**config.mk**
```make
export PLATFORM = sky130hd
export DESIGN_NAME = unified_mem_arbiter
export DESIGN_NICKNAME = d
export VERILOG_FILES = /design/src/rtl/unified_mem_arbiter.sv
export SDC_FILE = /design/constraint.sdc
export NUM_CORES = 1
export LEC_CHECK = 0
export ABC_CLOCK_PERIOD_IN_PS = 3300
export CAP_MARGIN = 10
export CORE_MARGIN = 2
export CORE_UTILIZATION = 34
export CTS_BUF_LIST = sky130_fd_sc_hd__clkbuf_8
export DETAILED_ROUTE_END_ITERATION = 10
export PLACE_DENSITY = 0.69
export SLEW_MARGIN = 10
export SYNTH_ARGS = -nofsm -noshare
export SYNTH_HDL_FRONTEND = slang
export SYNTH_SLANG_ARGS = --single-unit
```
**constraint.sdc**
```tcl
create_clock -name clk -period 3.3 [get_ports clk]
set_input_delay 0.66 -clock clk [delete_from_list [all_inputs] [get_ports clk]]
set_output_delay 0.66 -clock clk [all_outputs]
set_load 0.02 [all_outputs]
```
**src/rtl/unified_mem_arbiter.sv**
```systemverilog
// -----------------------------------------------------------------------------
// unified_mem_arbiter
//
// Shares one single-port unified memory between the core's instruction-fetch
// port and its data (memory-access) port. One memory transaction is in flight
// at a time. Data requests win arbitration, except that after STARVE_LIMIT
// consecutive data grants with a fetch waiting, the fetch is forced through.
//
// Optional feature (compile-time macro): MEM_ARB_TIMEOUT_EN
//   Defined   : a BUSY transaction with no ack after TIMEOUT_CYCLES cycles is
//               aborted; read data of 0 is returned and o_timeout_err pulses
//               together with the owner's ready.
//   Undefined : BUSY waits for the ack indefinitely, o_timeout_err is 0.
//
// Handshakes:
//   Requests (i_inst_rd_en, i_data_rd_en_ma / i_data_wr_en_ma) are levels held
//   by the core until the matching one-cycle ready pulse (o_instr_ready /
//   o_data_ready). The memory side holds o_mem_req with stable fields until a
//   single-cycle i_mem_ack, which also qualifies i_mem_rdata.
//
// Ports:
//   clk, rst_n           clock (rising edge), asynchronous active-low reset
//   i_inst_*             fetch request / address
//   o_instr_ready/_data  fetch completion pulse / registered fetched word
//   i_data_*             data read/write request, address, write data, size
//   o_data_ready/_rd     data completion pulse / registered read data
//   o_mem_*, i_mem_*     memory request side
//   o_timeout_err        abort pulse (optional feature)
//   o_dbg_state          current FSM state (0 IDLE, 1 BUSY, 2 RESP)
// -----------------------------------------------------------------------------
module unified_mem_arbiter #(
    parameter int ADDR_WIDTH     = 32,
    parameter int DATA_WIDTH     = 32,
    parameter int STARVE_LIMIT   = 4,
    parameter int TIMEOUT_CYCLES = 255
) (
    input  logic                  clk,
    input  logic                  rst_n,
    input  logic                  i_inst_rd_en,
    input  logic [ADDR_WIDTH-1:0] i_inst_addr,
    output logic                  o_instr_ready,
    output logic [DATA_WIDTH-1:0] o_instr_data,
    input  logic                  i_data_rd_en_ma,
    input  logic                  i_data_wr_en_ma,
    input  logic [ADDR_WIDTH-1:0] i_data_addr,
    input  logic [DATA_WIDTH-1:0] i_data_wr,
    input  logic [1:0]            i_data_rd_en_ctrl,
    output logic                  o_data_ready,
    output logic [DATA_WIDTH-1:0] o_data_rd,
    output logic                  o_mem_req,
    output logic                  o_mem_we,
    output logic [ADDR_WIDTH-1:0] o_mem_addr,
    output logic [DATA_WIDTH-1:0] o_mem_wdata,
    output logic [1:0]            o_mem_size,
    input  logic                  i_mem_ack,
    input  logic [DATA_WIDTH-1:0] i_mem_rdata,
    output logic                  o_timeout_err,
    output logic [1:0]            o_dbg_state
);

    localparam logic [1:0] IDLE = 2'd0;
    localparam logic [1:0] BUSY = 2'd1;
    localparam logic [1:0] RESP = 2'd2;

    logic [1:0]            state;
    logic [3:0]            starve_cnt;
    logic                  owner_data;   // 1: data port owns the transaction
    logic                  lat_we;
    logic [ADDR_WIDTH-1:0] lat_addr;
    logic [DATA_WIDTH-1:0] lat_wdata;
    logic [1:0]            lat_size;
    logic [DATA_WIDTH-1:0] instr_data_q;
    logic [DATA_WIDTH-1:0] data_rd_q;
    logic                  timeout_q;

    logic                  data_req;
    logic                  starved;
    logic                  grant_fetch;
    logic                  grant_data;
    logic [1:0]            data_size;
    logic                  timeout_hit;

    assign data_req    = i_data_rd_en_ma | i_data_wr_en_ma;
    assign starved     = (starve_cnt == 4'(STARVE_LIMIT));
    assign grant_fetch = i_inst_rd_en && (!data_req || starved);
    assign grant_data  = data_req && !grant_fetch;
    // Size code 11 is presented to memory as a plain word access.
    assign data_size   = (i_data_rd_en_ctrl == 2'b11) ? 2'b10 : i_data_rd_en_ctrl;

`ifdef MEM_ARB_TIMEOUT_EN
    localparam int TMO_W = (TIMEOUT_CYCLES > 1) ? $clog2(TIMEOUT_CYCLES) : 1;
    logic [TMO_W-1:0] tmo_cnt;

    // tmo_cnt holds the number of BUSY cycles already spent without an ack,
    // so the request is high for exactly TIMEOUT_CYCLES cycles before abort.
    // A coincident ack takes precedence in the FSM below.
    assign timeout_hit = (tmo_cnt == TMO_W'(TIMEOUT_CYCLES - 1));

    always_ff @(posedge clk or negedge rst_n) begin
        if (!rst_n) begin
            tmo_cnt <= '0;
        end else if (state == BUSY) begin
            tmo_cnt <= tmo_cnt + 1'b1;
        end else begin
            tmo_cnt <= '0;
        end
    end
`else
    assign timeout_hit = 1'b0;
`endif

    always_ff @(posedge clk or negedge rst_n) begin
        if (!rst_n) begin
            state        <= IDLE;
            starve_cnt   <= '0;
            owner_data   <= 1'b0;
            lat_we       <= 1'b0;
            lat_addr     <= '0;
            lat_wdata    <= '0;
            lat_size     <= 2'b00;
            instr_data_q <= '0;
            data_rd_q    <= '0;
            timeout_q    <= 1'b0;
        end else begin
            case (state)
                IDLE: begin
                    timeout_q <= 1'b0;
                    if (!i_inst_rd_en || grant_fetch) begin
                        starve_cnt <= '0;
                    end else if (grant_data && !starved) begin
                        starve_cnt <= starve_cnt + 1'b1;
                    end
                    if (grant_fetch || grant_data) begin
                        owner_data <= grant_data;
                        if (grant_data) begin
                            // Write wins when both read and write are raised.
                            lat_we    <= i_data_wr_en_ma;
                            lat_addr  <= i_data_addr;
                            lat_wdata <= i_data_wr;
                            lat_size  <= data_size;
                        end else begin
                            lat_we    <= 1'b0;
                            lat_addr  <= {i_inst_addr[ADDR_WIDTH-1:2], 2'b00};
                            lat_wdata <= '0;
                            lat_size  <= 2'b10;
                        end
                        state <= BUSY;
                    end
                end
                BUSY: begin
                    if (i_mem_ack) begin
                        if (!owner_data) begin
                            instr_data_q <= i_mem_rdata;
                        end else if (!lat_we) begin
                            data_rd_q <= i_mem_rdata;
                        end
                        state <= RESP;
                    end else if (timeout_hit) begin
                        if (!owner_data) begin
                            instr_data_q <= '0;
                        end else if (!lat_we) begin
                            data_rd_q <= '0;
                        end
                        timeout_q <= 1'b1;
                        state     <= RESP;
                    end
                end
                RESP: begin
                    state <= IDLE;
                end
                default: begin
                    state <= IDLE;
                end
            endcase
        end
    end

    assign o_mem_req     = (state == BUSY);
    assign o_mem_we      = lat_we;
    assign o_mem_addr    = lat_addr;
    assign o_mem_wdata   = lat_wdata;
    assign o_mem_size    = lat_size;
    assign o_instr_ready = (state == RESP) && !owner_data;
    assign o_data_ready  = (state == RESP) && owner_data;
    assign o_instr_data  = instr_data_q;
    assign o_data_rd     = data_rd_q;
    assign o_timeout_err = (state == RESP) && timeout_q;
    assign o_dbg_state   = state;

endmodule

```
==> flow_summary.ini <==
[timing]
fin_skew_ns = 0.0105
max_freq_ghz = 0.407
tightest_slew_ns = 1.10
drv_slew = 0
rsz0062_at_grt = false
hold_violations = 0
min_period_over_period_pct = 74.5
post-route-min-period_ns = 2.46
setup-tns-final_ns = 0
setup_violations = 0
max_slew_margin_pct = 26.8

[critical_path]
slowest_stage = clkdlybuf4s50_1
worst-path-max-fanout = 8
cp_slowest_stage_delay_ns = 0.66
cp-start-kind = register
crit_chain = nor3b_1 -> clkdlybuf4s50_1
crit_path_end_kind = output port
critPathKind = reg2out
critPathRequiredTime_ns = 2.64
arrival_ns = 1.80

[detailed_routing]
routed_via_density = 4.98
ant_nets = 0
wl_met3_um = 1440
drc_errors = 0
drt-total-wl_um = 16400
wl_met2_um = 7890
highest_layer = met4
routedWlPerCell_um = 17.5
drt-met1-wl_um = 6740
drtIter0Drc = 193
dr.pass1.iters = 7
num_vias = 4667

[floorplanning]
die_area_um2 = 17900
initial_core_util_pct = 34.7
core_um2 = 16500
die_y_um = 134
io_pins = 273
fp.dieW_um = 134
floorplan.rows = 47

[pwr]
switching_share_pct = 39.1
powerDensity_nw_per_um2 = 984
ir_drop_v = 0.000462
power.switching_mw = 3.44
leakage_nw = 3.63
p_int_mw = 5.35
power_frac_comb_pct = 51.5
p_clk_share_pct = 14.4
pwr-share-seq_pct = 34.2

[global_route]
antenna_found_initial = 0
grt_max_degree = 67
grt.overflow.total = 0
grt_pass1_vias = 4767
grt_pass1_wl_um = 25700
grt_usage_pct = 18.6

[synthesis]
synth-compound-area-share_pct = 15.1
syn_inst = 442
yosysSeqAreaShare_pct = 60.3
post_synth_fa_ha_maj_area_fraction_pct = 0.437
netlist_area_um2 = 5730
ys.warnings.count = 0
avgSynthCellArea_um2 = 13.0
muxShareOfSynthArea_pct = 12.8
synth-edff-count = 0
synthFlopType = dfrtp_1
yosys.area_share.simple_pct = 6.86
ys_seq_elements = 138
netlist-cell-type-count = 38
synth_top_family_by_area = compound AO/OA/AOI/OAI gates
ys_async_sr_fraction_pct = 100
synthXorXnorAreaFrac_pct = 0
syn-num-nets = 580

[clocking]
clkSinkCount = 138
post_cts_buffers = 0
clockRootBuffer = clkbuf_8
cts_tree = built
insertion_delay_ns = 0.43
h-tree-depth = 4
postCtsHoldBufs = 0
clockBufferDepth = 2
numCtsBuffers = 17
ctsResizeCount = 0
clk_pin_slew_ns = 0.08

[outcome]
status = complete, no violations

[cells_and_area]
multi_input_area_um2 = 2030
final_nets = 842
drive_above_1_share_pct = 15.5
register_area_um2 = 3450
fillers = 1417
antennaDiodeCount = 0
fin_cells = 937
area_growth_pct = 56.0

[place]
hpwl_um = 12000
io_buffers = 269
placed_cells = 905
gp_routability_congestion = 0.773

[min_path]
hold_class = in2async

[run]
drv_cap = 0
-- cell families (layout without fill, tap and decap cells) --
group,count (synthesis),count (layout)
compound gates,136,136
buf+inv,44,319
other cells,1,1
flops,138,138
simple gates,56,56
fa+ha+maj,2,2
mux,65,65
-- worst paths after layout --
kind | cells past startpoint | slack [ns] | from | to
worst max-delay path | 2 | 0.84 | o_dbg_state[0] | o_instr_ready
worst min-delay path | 1 | 0.21 | rst_n | o_data_rd[21]
worst max register to register | 6 | 1.33 | starve_cnt[0] | o_mem_addr[10]
worst min register to register | 1 | 0.49 | o_data_rd[3] | o_data_rd[3]
max in group asynchronous | 2 | 2.21 | rst_n | o_instr_data[2]
min in group clk | 1 | 0.49 | o_data_rd[3] | o_data_rd[3]
-- synth_stat cells, drive strengths merged (2+ instances only) --
cell type    n  area [µm²]
dfrtp      138        3450
mux2        64         721
a22o        36         315
o21ai       34         170
a21oi       32         160
nand3b      31         233
a31oi       30         188
buf         22         178
clkbuf      17        63.8
nand2        7        26.3
inv          5        18.8
nor2         3        11.3
nor3         3        26.3
ha           2        25.0
nor3b        2        26.3
-- placed cells by master (no fill, tap or decap), types with 3 or more instances in the layout --
master / netlist / layout
clkdlybuf4s50_1: 0 / 268
dfrtp_1: 138 / 138
mux2_2: 60 / 60
a22o_1: 36 / 36
a21oi_1: 32 / 32
nand3b_1: 31 / 31
o21ai_0: 31 / 31
a31oi_1: 30 / 30
clkbuf_8: 0 / 17
buf_4: 10 / 13
nand2_1: 7 / 7
inv_1: 5 / 5
clkinvlp_4: 0 / 5
inv_6: 0 / 5
mux2_1: 4 / 4
o21ai_1: 3 / 3
-- per-layer routing --
metal,track usage [%],up-vias
met3,7.18,23
met1,22.3,2276
met4,6.86,0
met5,0,-
li1,-,2148
met2,30.5,220
-- area by class of cell --
cell class	count	area share [%]
clock buffers	17	2.62
clock inverters	15	1.50
inverters	5	0.210
multi-input cells	260	22.7
flip-flops and latches	138	38.7
well taps	220	3.08
repair buffers	282	31.2
-- critical path: cells and delay by family, from the launching register on --
| kind | cells | cell delay [ns] |
|---|---|---|
| DFF | 1 | 0.47 |
| and+or+nand+nor | 1 | 0.24 |
| buffers and inverters | 1 | 0.66 |
-- sequential cells by signal, summed over array words and instances (netlist names) --
register	flops
o_data_rd	32
o_dbg_state	2
o_instr_data	32
o_mem_addr	32
o_mem_size	2
o_mem_wdata	32
o_mem_we	1
owner_data	1
starve_cnt	4
-- stage by stage --
stage | instance area, µm² | utilization, % | setup WS [ns] | total power [mW] | hold slack, ns
floorplan | 5730 | - | 1.55 | 5.41 | 0.364
global placement | 8570 | 51.8 | 0.659 | 7.49 | 0.470
detailed placement | 8570 | 51.8 | 0.559 | 7.62 | 0.475
CTS | 8930 | 54.1 | 0.789 | 8.91 | 0.199
global route | 8930 | 54.1 | 0.714 | 9.30 | 0.221
finish | 8930 | 54.1 | 0.840 | 8.79 | 0.206
-- power groups by stage --
stage	logic, mW	clock network [mW]	registers [mW]
after floorplan	1.44	0	3.97
after global placement	4.49	0	3.00
after detailed placement	4.58	0	3.04
after CTS	4.58	1.32	3.01
after global routing	4.79	1.40	3.11
final	4.52	1.26	3.00
No activity file was read; power rests on OpenSTA's default activity.
